===== src/rtl/pipe_hazard_ctrl_if.sv =====
// Hazard-control bundle between the decode/execute datapath (master) and pipe_hazard_ctrl (slave).
interface pipe_hazard_ctrl_if;
    logic [4:0] id_rs1;
    logic [4:0] id_rs2;
    logic       id_use_rs1;
    logic       id_use_rs2;
    logic [4:0] ex_rd;
    logic       ex_reg_write;
    logic       ex_is_load;
    logic       ex_redirect;
    logic       ex_md_start;
    logic       md_done;

    logic       pc_en;
    logic       if_id_en;
    logic       if_id_flush;
    logic       id_ex_en;
    logic       id_ex_flush;
    logic       md_timeout;
    logic [1:0] state_o;

    modport master (
        output id_rs1, id_rs2, id_use_rs1, id_use_rs2, ex_rd, ex_reg_write, ex_is_load,
               ex_redirect, ex_md_start, md_done,
        input  pc_en, if_id_en, if_id_flush, id_ex_en, id_ex_flush, md_timeout, state_o
    );

    modport slave (
        input  id_rs1, id_rs2, id_use_rs1, id_use_rs2, ex_rd, ex_reg_write, ex_is_load,
               ex_redirect, ex_md_start, md_done,
        output pc_en, if_id_en, if_id_flush, id_ex_en, id_ex_flush, md_timeout, state_o
    );
endinterface


===== src/rtl/pipe_hazard_ctrl.sv =====
// Stall/flush sequencer for PC, IF/ID and ID/EX: load-use stall, redirect flush, MUL/DIV freeze.
// Define HAZARD_PERF_CNT_EN to add the stall_cycles/flush_events performance counters.
module pipe_hazard_ctrl #(
    parameter int unsigned INIT_CYCLES = 2,
    parameter int unsigned MD_TIMEOUT  = 64
) (
    input  logic              clk,
    input  logic              rst_n,
    pipe_hazard_ctrl_if.slave hz
`ifdef HAZARD_PERF_CNT_EN
    ,
    output logic [31:0]       stall_cycles,
    output logic [31:0]       flush_events
`endif
);

    typedef enum logic [1:0] {
        StInit   = 2'd0,
        StRun    = 2'd1,
        StMdBusy = 2'd2
    } state_e;

    localparam logic [3:0] InitLast = 4'(INIT_CYCLES - 1);
    localparam logic [9:0] MdLimit  = 10'(MD_TIMEOUT);

    state_e     state_q, state_d;
    logic [3:0] init_cnt_q, init_cnt_d;
    logic [9:0] md_cnt_q, md_cnt_d;
    logic       md_timeout_q, md_timeout_d;

    logic load_use;
    logic pc_en, if_id_en, if_id_flush, id_ex_en, id_ex_flush;

    assign load_use = hz.ex_is_load & hz.ex_reg_write & (hz.ex_rd != 5'd0) &
                      ((hz.id_use_rs1 & (hz.id_rs1 == hz.ex_rd)) |
                       (hz.id_use_rs2 & (hz.id_rs2 == hz.ex_rd)));

    always_ff @(posedge clk or negedge rst_n) begin
        if (!rst_n) begin
            state_q      <= StInit;
            init_cnt_q   <= '0;
            md_cnt_q     <= '0;
            md_timeout_q <= 1'b0;
        end else begin
            state_q      <= state_d;
            init_cnt_q   <= init_cnt_d;
            md_cnt_q     <= md_cnt_d;
            md_timeout_q <= md_timeout_d;
        end
    end

    always_comb begin
        state_d      = state_q;
        init_cnt_d   = init_cnt_q;
        md_cnt_d     = md_cnt_q;
        md_timeout_d = 1'b0;
        pc_en        = 1'b1;
        if_id_en     = 1'b1;
        if_id_flush  = 1'b0;
        id_ex_en     = 1'b1;
        id_ex_flush  = 1'b0;

        unique case (state_q)
            StInit: begin
                pc_en       = 1'b0;
                if_id_en    = 1'b0;
                if_id_flush = 1'b1;
                id_ex_flush = 1'b1;
                if (init_cnt_q == InitLast) begin
                    state_d    = StRun;
                    init_cnt_d = '0;
                end else begin
                    init_cnt_d = init_cnt_q + 4'd1;
                end
            end
            StRun: begin
                if (hz.ex_redirect) begin
                    if_id_flush = 1'b1;
                    id_ex_flush = 1'b1;
                end else if (hz.ex_md_start && !hz.md_done) begin
                    pc_en    = 1'b0;
                    if_id_en = 1'b0;
                    id_ex_en = 1'b0;
                    state_d  = StMdBusy;
                    md_cnt_d = 10'd1;
                end else if (load_use) begin
                    // One bubble into EX; the load leaves EX, so the stall lasts one cycle.
                    pc_en       = 1'b0;
                    if_id_en    = 1'b0;
                    id_ex_flush = 1'b1;
                end
            end
            StMdBusy: begin
                // Completion takes precedence over a timeout in the same cycle.
                if (hz.md_done) begin
                    state_d  = StRun;
                    md_cnt_d = '0;
                end else if (md_cnt_q == MdLimit) begin
                    state_d      = StRun;
                    md_cnt_d     = '0;
                    md_timeout_d = 1'b1;
                end else begin
                    pc_en    = 1'b0;
                    if_id_en = 1'b0;
                    id_ex_en = 1'b0;
                    md_cnt_d = md_cnt_q + 10'd1;
                end
            end
            default: begin
                state_d     = StInit;
                init_cnt_d  = '0;
                md_cnt_d    = '0;
                pc_en       = 1'b0;
                if_id_en    = 1'b0;
                if_id_flush = 1'b1;
                id_ex_flush = 1'b1;
            end
        endcase
    end

    assign hz.pc_en       = pc_en;
    assign hz.if_id_en    = if_id_en;
    assign hz.if_id_flush = if_id_flush;
    assign hz.id_ex_en    = id_ex_en;
    assign hz.id_ex_flush = id_ex_flush;
    assign hz.md_timeout  = md_timeout_q;
    assign hz.state_o     = state_q;

`ifdef HAZARD_PERF_CNT_EN
    logic [31:0] stall_q, flush_q;
    logic        stall_evt, flush_evt;

    assign stall_evt = !pc_en && (state_q == StRun || state_q == StMdBusy);
    assign flush_evt = (state_q == StRun) && hz.ex_redirect;

    // Both counters saturate rather than wrap.
    always_ff @(posedge clk or negedge rst_n) begin
        if (!rst_n) begin
            stall_q <= '0;
            flush_q <= '0;
        end else begin
            if (stall_evt && stall_q != '1) stall_q <= stall_q + 32'd1;
            if (flush_evt && flush_q != '1) flush_q <= flush_q + 32'd1;
        end
    end

    assign stall_cycles = stall_q;
    assign flush_events = flush_q;
`endif

endmodule


===== src/flat_wrapper.sv =====
// flat-port wrapper written by rule: the top's interface ports become plain ports
module pipe_hazard_ctrl_flat 
#(
    parameter int unsigned INIT_CYCLES = 2,
    parameter int unsigned MD_TIMEOUT  = 64
)
  (clk, rst_n, hz_id_rs1, hz_id_rs2, hz_id_use_rs1, hz_id_use_rs2, hz_ex_rd, hz_ex_reg_write, hz_ex_is_load, hz_ex_redirect, hz_ex_md_start, hz_md_done, hz_pc_en, hz_if_id_en, hz_if_id_flush, hz_id_ex_en, hz_id_ex_flush, hz_md_timeout, hz_state_o);
  pipe_hazard_ctrl_if hz_i ();
  input  logic clk;
  input  logic rst_n;
  input wire logic [$bits(hz_i.id_rs1)-1:0] hz_id_rs1;
  input wire logic [$bits(hz_i.id_rs2)-1:0] hz_id_rs2;
  input wire logic [$bits(hz_i.id_use_rs1)-1:0] hz_id_use_rs1;
  input wire logic [$bits(hz_i.id_use_rs2)-1:0] hz_id_use_rs2;
  input wire logic [$bits(hz_i.ex_rd)-1:0] hz_ex_rd;
  input wire logic [$bits(hz_i.ex_reg_write)-1:0] hz_ex_reg_write;
  input wire logic [$bits(hz_i.ex_is_load)-1:0] hz_ex_is_load;
  input wire logic [$bits(hz_i.ex_redirect)-1:0] hz_ex_redirect;
  input wire logic [$bits(hz_i.ex_md_start)-1:0] hz_ex_md_start;
  input wire logic [$bits(hz_i.md_done)-1:0] hz_md_done;
  output wire logic [$bits(hz_i.pc_en)-1:0] hz_pc_en;
  output wire logic [$bits(hz_i.if_id_en)-1:0] hz_if_id_en;
  output wire logic [$bits(hz_i.if_id_flush)-1:0] hz_if_id_flush;
  output wire logic [$bits(hz_i.id_ex_en)-1:0] hz_id_ex_en;
  output wire logic [$bits(hz_i.id_ex_flush)-1:0] hz_id_ex_flush;
  output wire logic [$bits(hz_i.md_timeout)-1:0] hz_md_timeout;
  output wire logic [$bits(hz_i.state_o)-1:0] hz_state_o;
  assign hz_i.id_rs1 = hz_id_rs1;
  assign hz_i.id_rs2 = hz_id_rs2;
  assign hz_i.id_use_rs1 = hz_id_use_rs1;
  assign hz_i.id_use_rs2 = hz_id_use_rs2;
  assign hz_i.ex_rd = hz_ex_rd;
  assign hz_i.ex_reg_write = hz_ex_reg_write;
  assign hz_i.ex_is_load = hz_ex_is_load;
  assign hz_i.ex_redirect = hz_ex_redirect;
  assign hz_i.ex_md_start = hz_ex_md_start;
  assign hz_i.md_done = hz_md_done;
  assign hz_pc_en = hz_i.pc_en;
  assign hz_if_id_en = hz_i.if_id_en;
  assign hz_if_id_flush = hz_i.if_id_flush;
  assign hz_id_ex_en = hz_i.id_ex_en;
  assign hz_id_ex_flush = hz_i.id_ex_flush;
  assign hz_md_timeout = hz_i.md_timeout;
  assign hz_state_o = hz_i.state_o;
  pipe_hazard_ctrl #(.INIT_CYCLES(INIT_CYCLES), .MD_TIMEOUT(MD_TIMEOUT)) u_core (.clk(clk), .rst_n(rst_n), .hz(hz_i));
endmodule

===== config.mk =====
export PLATFORM = sky130hd
export DESIGN_NAME = pipe_hazard_ctrl_flat
export DESIGN_NICKNAME = d
export VERILOG_FILES = /design/src/rtl/pipe_hazard_ctrl_if.sv /design/src/rtl/pipe_hazard_ctrl.sv /design/src/flat_wrapper.sv
export SDC_FILE = /design/constraint.sdc
export NUM_CORES = 1
export LEC_CHECK = 0
export BUFFER_PORTS_ARGS = -buffer_cell sky130_fd_sc_hd__buf_2
export CAP_MARGIN = 30
export CORE_MARGIN = 8
export CORE_UTILIZATION = 40
export DETAILED_ROUTE_END_ITERATION = 10
export PLACE_DENSITY = 0.68
export RECOVER_POWER = 25
export SYNTH_ARGS = -nofsm -noshare
export SYNTH_HDL_FRONTEND = slang
export SYNTH_SLANG_ARGS = --single-unit

===== constraint.sdc =====
create_clock -name clk -period 4.2 [get_ports clk]
set_input_delay 0 -clock clk [delete_from_list [all_inputs] [get_ports clk]]
set_output_delay 0 -clock clk [all_outputs]
set_load 0.01 [all_outputs]

; Word level (Yosys, flattened, before mapping)
; Index checks and enable logic that the tools add are counted.
[totals]
ff_bits = 17
in_bits = 24
output_inout_bits = 8
elab_cells = 60
[classes]
addsub = 2
eq_ne = 10
mux = 30
bitwise_logic = 7
n_reduce_logical = 7
[op_table]
columns = cell, count
row1 = $mux 10, 4
row2 = $pmux 10 s3, 1
row3 = $mux 1, 13
row4 = $add 10x1->10 const B, 1
row5 = $eq 10x7->1 const B, 1
row6 = $eq 5x5->1, 2
row7 = $mux 2, 5
row8 = $pmux 1 s2, 4
row9 = $pmux 4 s2, 1
row10 = $pmux 2 s3, 1
row11 = $and 1x1->1, 5
row12 = $reduce_bool 5->1, 1
row13 = $add 4x1->4 const B, 1
row14 = $eq 4x1->1 const B, 1
row15 = $mux 4, 1
row16 = $ne 2x1->1 const B, 2
row17 = $reduce_and 4->1, 1
row18 = $ne 3x2->1 const B, 1
row19 = $reduce_and 3->1, 1
row20 = $eq 2x1->1 const B, 1
row21 = $eq 2x2->1 const B, 1
row22 = $logic_not 2->1, 1
row23 = $ne 2x2->1 const B, 1
row24 = $reduce_or 2->1, 1
row25 = other kinds (4), 4

; Depth between registers and ports, before layout
[logic_depth]
ltp_word = 8
ltp_mapped = 8
ltp_nobuf = 7

; Worst setup path before layout
; OpenSTA, ideal clock, no wires.
[synth_timing]
kind = reg-to-reg
start = register u_core.md_cnt_q[0]
end = register u_core.state_q[1] (netlist: u_core.hz.state_o[1])
setup_ns = 0.125
arrival_time_ns = 1.775
t_required_ns = 4.075
slack_ns = 2.300
stages_incl_launch_ff = 8
period_less_slack_ns = 1.900
cell_sequence = dfrtp_1 inv_1 ha_1 nor4b_1 and4b_1 or3b_4 nand3_1 mux2_2
[synth_via]
elab_chain_cells = 3
[synth_lines]
columns = element, line_no
row1 = "start, declared", pipe_hazard_ctrl.sv:28  ; logic [9:0] md_cnt_q, md_cnt_d;
row2 = "start signal, assigned", pipe_hazard_ctrl.sv:47  ; md_cnt_q <= md_cnt_d;
row3 = $eq 10x7->1, pipe_hazard_ctrl.sv:98  ; end else if (md_cnt_q == MdLimit) begin
row4 = $ne 3x2->1 (no line), n/a
row5 = $reduce_and 4->1 (no line), n/a
row6 = "end signal, assigned", pipe_hazard_ctrl.sv:40  ; state_q <= StInit;
row7 = "end signal, assigned", pipe_hazard_ctrl.sv:45  ; state_q <= state_d;
row8 = "end, declared", pipe_hazard_ctrl.sv:26  ; state_e state_q, state_d;
; No other way between the ends.
; A chain may end at the register's enable or synchronous reset.

; Final worst setup path
; Ends and elaborated chain as after synthesis.

==> flow_metrics.py <==
metrics = {
    "detailed_routing": {
        "top_layer": "met4",
        "wl_met3_um": 76,
        "route.met2.wl_um": 1410,
        "avgRoutedWirePerCell_um": 13.9,
        "drtIter0Drc": 43,
        "wl_met1_um": 1130,
        "vias_per_cell": 5.26,
        "drt_wl_total_um": 2650,
        "dr.pass1.iters": 4,
        "final_antenna_net_count": 0,
        "drc": 0,
        "via_count": 1004,
    },
    "sta": {
        "fin_crit_sh_pct": 48.5,
        "fmax_mhz": 491,
        "finalCriticalPeriod_ps": 2040,
        "skew_ps": 11.0,
        "finalHoldViolations": 0,
        "relSlewSlack_pct": 37.2,
        "slew_viol_final": 0,
        "rsz0062_at_grt": "no",
        "setup_viol": 0,
        "worst_pin_slew_ps": 942,
        "setup_ws_ps": 2160,
        "fin_setup_tns_ps": 0,
    },
    "global_route": {
        "grt_first_pass_wirelength_um": 4720,
        "gr-total-overflow": 0,
        "antenna_found_initial": 0,
        "grtUsageTotal_pct": 11.4,
        "grt_pass1_vias": 1064,
        "grt_max_degree": 18,
    },
    "power_and_ir_drop": {
        "p_per_area_mw_per_mm2": 513,
        "peakVddDrop_mv": 0.470,
        "p_leak_nw": 0.666,
    },
    "critical_path": {
        "worstPathCellList": "inv_1, ha_1, nor4b_1, and4b_1, or3b_4, nand3_1, mux2_2",
        "rr_worst_depth": 7,
        "critPathKind": "flip-flop to flip-flop",
        "crit_buf_inv": 1,
        "critPathRequiredTime_ps": 4390,
        "max_stage_delay_ps": 430,
        "slowest_stage": "dfrtp_1",
        "crit_fanout": 5,
        "arrival_ps": 2230,
        "cp.depth": 7,
        "cp-start-kind": "flip-flop",
        "crit_family": "simple AND/OR/NAND/NOR gates",
        "end_kind": "flip-flop",
    },
    "logic_synthesis": {
        "synth_top_area_cell": "dfrtp_1",
        "synth_ff_type": "dfrtp_1",
        "synth_cell_types": 37,
        "ys_top_cells_by_area": "dfrtp_1, xnor2_1, ha_1, nor2_1, nand2_1",
        "ys_top_cells_by_count": "dfrtp_1, xnor2_1, nor2_1, nand2_1, ha_1",
        "ys_seq_area_share_pct": 36.7,
        "netlist_instances": 127,
        "synth_area_sq_mm": 0.00116,
        "yosys_warnings": 0,
        "async_flop_share_pct": 100,
        "synth_seq_cells": 17,
        "syn-num-nets": 159,
        "yosys.area.top_type_share_pct": 36.7,
        "synth.avg_cell_area_sq_um": 9.12,
        "synth_edf_count": 0,
        "yosysMostFrequentCell": "dfrtp_1",
    },
    "place": {
        "placed_area_sq_mm": 0.00134,
        "dp_hpwl_um": 2170,
        "port_buffers": 31,
        "preCtsSetupSlack_ps": 2190,
        "place_congestion": 0.820,
    },
    "final_layout": {
        "diodes": 0,
        "fin_area_sq_mm": 0.00137,
        "final-seq-area_sq_um": 425,
        "drive_above_1_share_pct": 25.0,
        "n_fill_cell": 282,
        "area_growth_pct": 18.5,
        "nNetsFinal": 193,
        "multi_input_area_sq_um": 691,
    },
    "hold_path": {
        "hold_depth": 2,
        "hp-class": "input pin to flip-flop",
    },
    "floorplan": {
        "row_count": 19,
        "initial_utilization_pct": 42.0,
        "die-area_sq_mm": 0.00487,
        "fp.dieW_um": 69.8,
        "coreArea_sq_mm": 0.00276,
        "die_height_um": 69.8,
        "io_pins": 32,
    },
    "flow_run": {
        "maxCapViolCount": 0,
    },
    "clocking": {
        "clockBufferDepth": 2,
        "clkSinkCount": 17,
        "cts-root-buf": "clkbuf_4",
        "cts_resized": 0,
        "cts_setup_buffers": 0,
        "clock_latency_ps": 300,
        "path_clk_slew_ps": 110,
        "htreeDepth": 1,
        "cts_buffers": 3,
        "cts_tree": "yes",
    },
    "run_status": {
        "status": "complete, no violations",
    },
}
-- registers in the layout (all words and copies together) (netlist names) --
name and count:
u_core.hz.md_timeout 1, u_core.hz.state_o 2, u_core.md_cnt_q 10, u_core.init_cnt_q 4
-- per-stage QoR --
stage               hold WS [ps]  util, %  power [mW]  cells
finish                      40.4     49.8       0.705    191
global route                34.1     49.8       0.772    191
CTS                         23.0     49.8       0.714    191
detailed placement         -54.4     48.5       0.618    186
global placement           -58.0     48.5       0.606    186
floorplan                   -296        -       0.506    127
-- cell families (layout without fill, tap and decap cells) --
family                     Yosys count  in the layout  synth area share (%)
AOI/OAI and AO/OA                   19             19                  11.1
xor gates and xnor gates            18             18                  13.6
adders and majority gates            8              8                  8.64
buffers and inverters               10             43                  3.67
DFF                                 17             17                  36.7
muxes                                2              2                  1.84
and+or+nand+nor                     53             53                  24.4
-- layout make-up --
class	instances	share of cell area [%]
inverters	7	1.91
clock buffers	3	1.64
repair buffers	32	11.9
well taps	31	2.83
flip-flops and latches	17	31.0
multi-input cells	100	50.3
clock inverters	1	0.365
-- worst reg2reg max path, stage by stage, from the launching register on --
cell	delay, ps
dfrtp_1	430
inv_1	80
ha_1	190
nor4b_1	130
and4b_1	210
or3b_4	410
nand3_1	140
mux2_2	340
-- what timing repair did --
item	in CTS	in global routing
endpoints found under the setup margin	0	0
hold buffers	1	0
endpoints found under the hold margin	17	0
-- where the power goes --
| part | total, mW | switching (mW) | leakage, nW | internal (mW) |
|---|---|---|---|---|
| Combinational | 0.398 | 0.238 | 0.416 | 0.160 |
| Sequential | 0.214 | 0.0258 | 0.232 | 0.188 |
| Clock | 0.0920 | 0.0565 | 0.0177 | 0.0355 |
| Total | 0.705 | 0.320 | 0.666 | 0.384 |
-- metal layers --
metal,GRT usage [%],vias up
li1,-,505
met1,12.3,485
met2,20.1,10
met3,3.43,4
met4,4.69,0
met5,0,-
-- placed cells by master (no fill, tap or decap), drive strengths merged, types with 4 or more instances in the layout --
| cell type | count |
|---|---|
| nand4 | 4 |
| inv | 7 |
| o21ai | 5 |
| xnor2 | 14 |
| nand2 | 12 |
| o21a | 4 |
| buf | 30 |
| and3 | 5 |
| nand3 | 4 |
| xor2 | 4 |
| clkbuf | 4 |
| nor3 | 4 |
| nor2 | 13 |
| ha | 8 |
| dfrtp | 17 |
-- final timing paths --
| check | startpoint | endpoint | slack, ps |
|---|---|---|---|
| setup / recovery | u_core.md_cnt_q[0] | u_core.hz.state_o[1] | 2160 |
| hold / removal | hz_md_done | u_core.hz.md_timeout | 40 |
| setup reg to reg | u_core.md_cnt_q[0] | u_core.hz.state_o[1] | 2160 |
| hold reg to reg | u_core.init_cnt_q[3] | u_core.init_cnt_q[3] | 560 |
| max in group asynchronous | rst_n | u_core.hz.state_o[1] | 3280 |
| min in group asynchronous | rst_n | u_core.md_cnt_q[6] | 340 |
(Power assumes the default switching activity.)
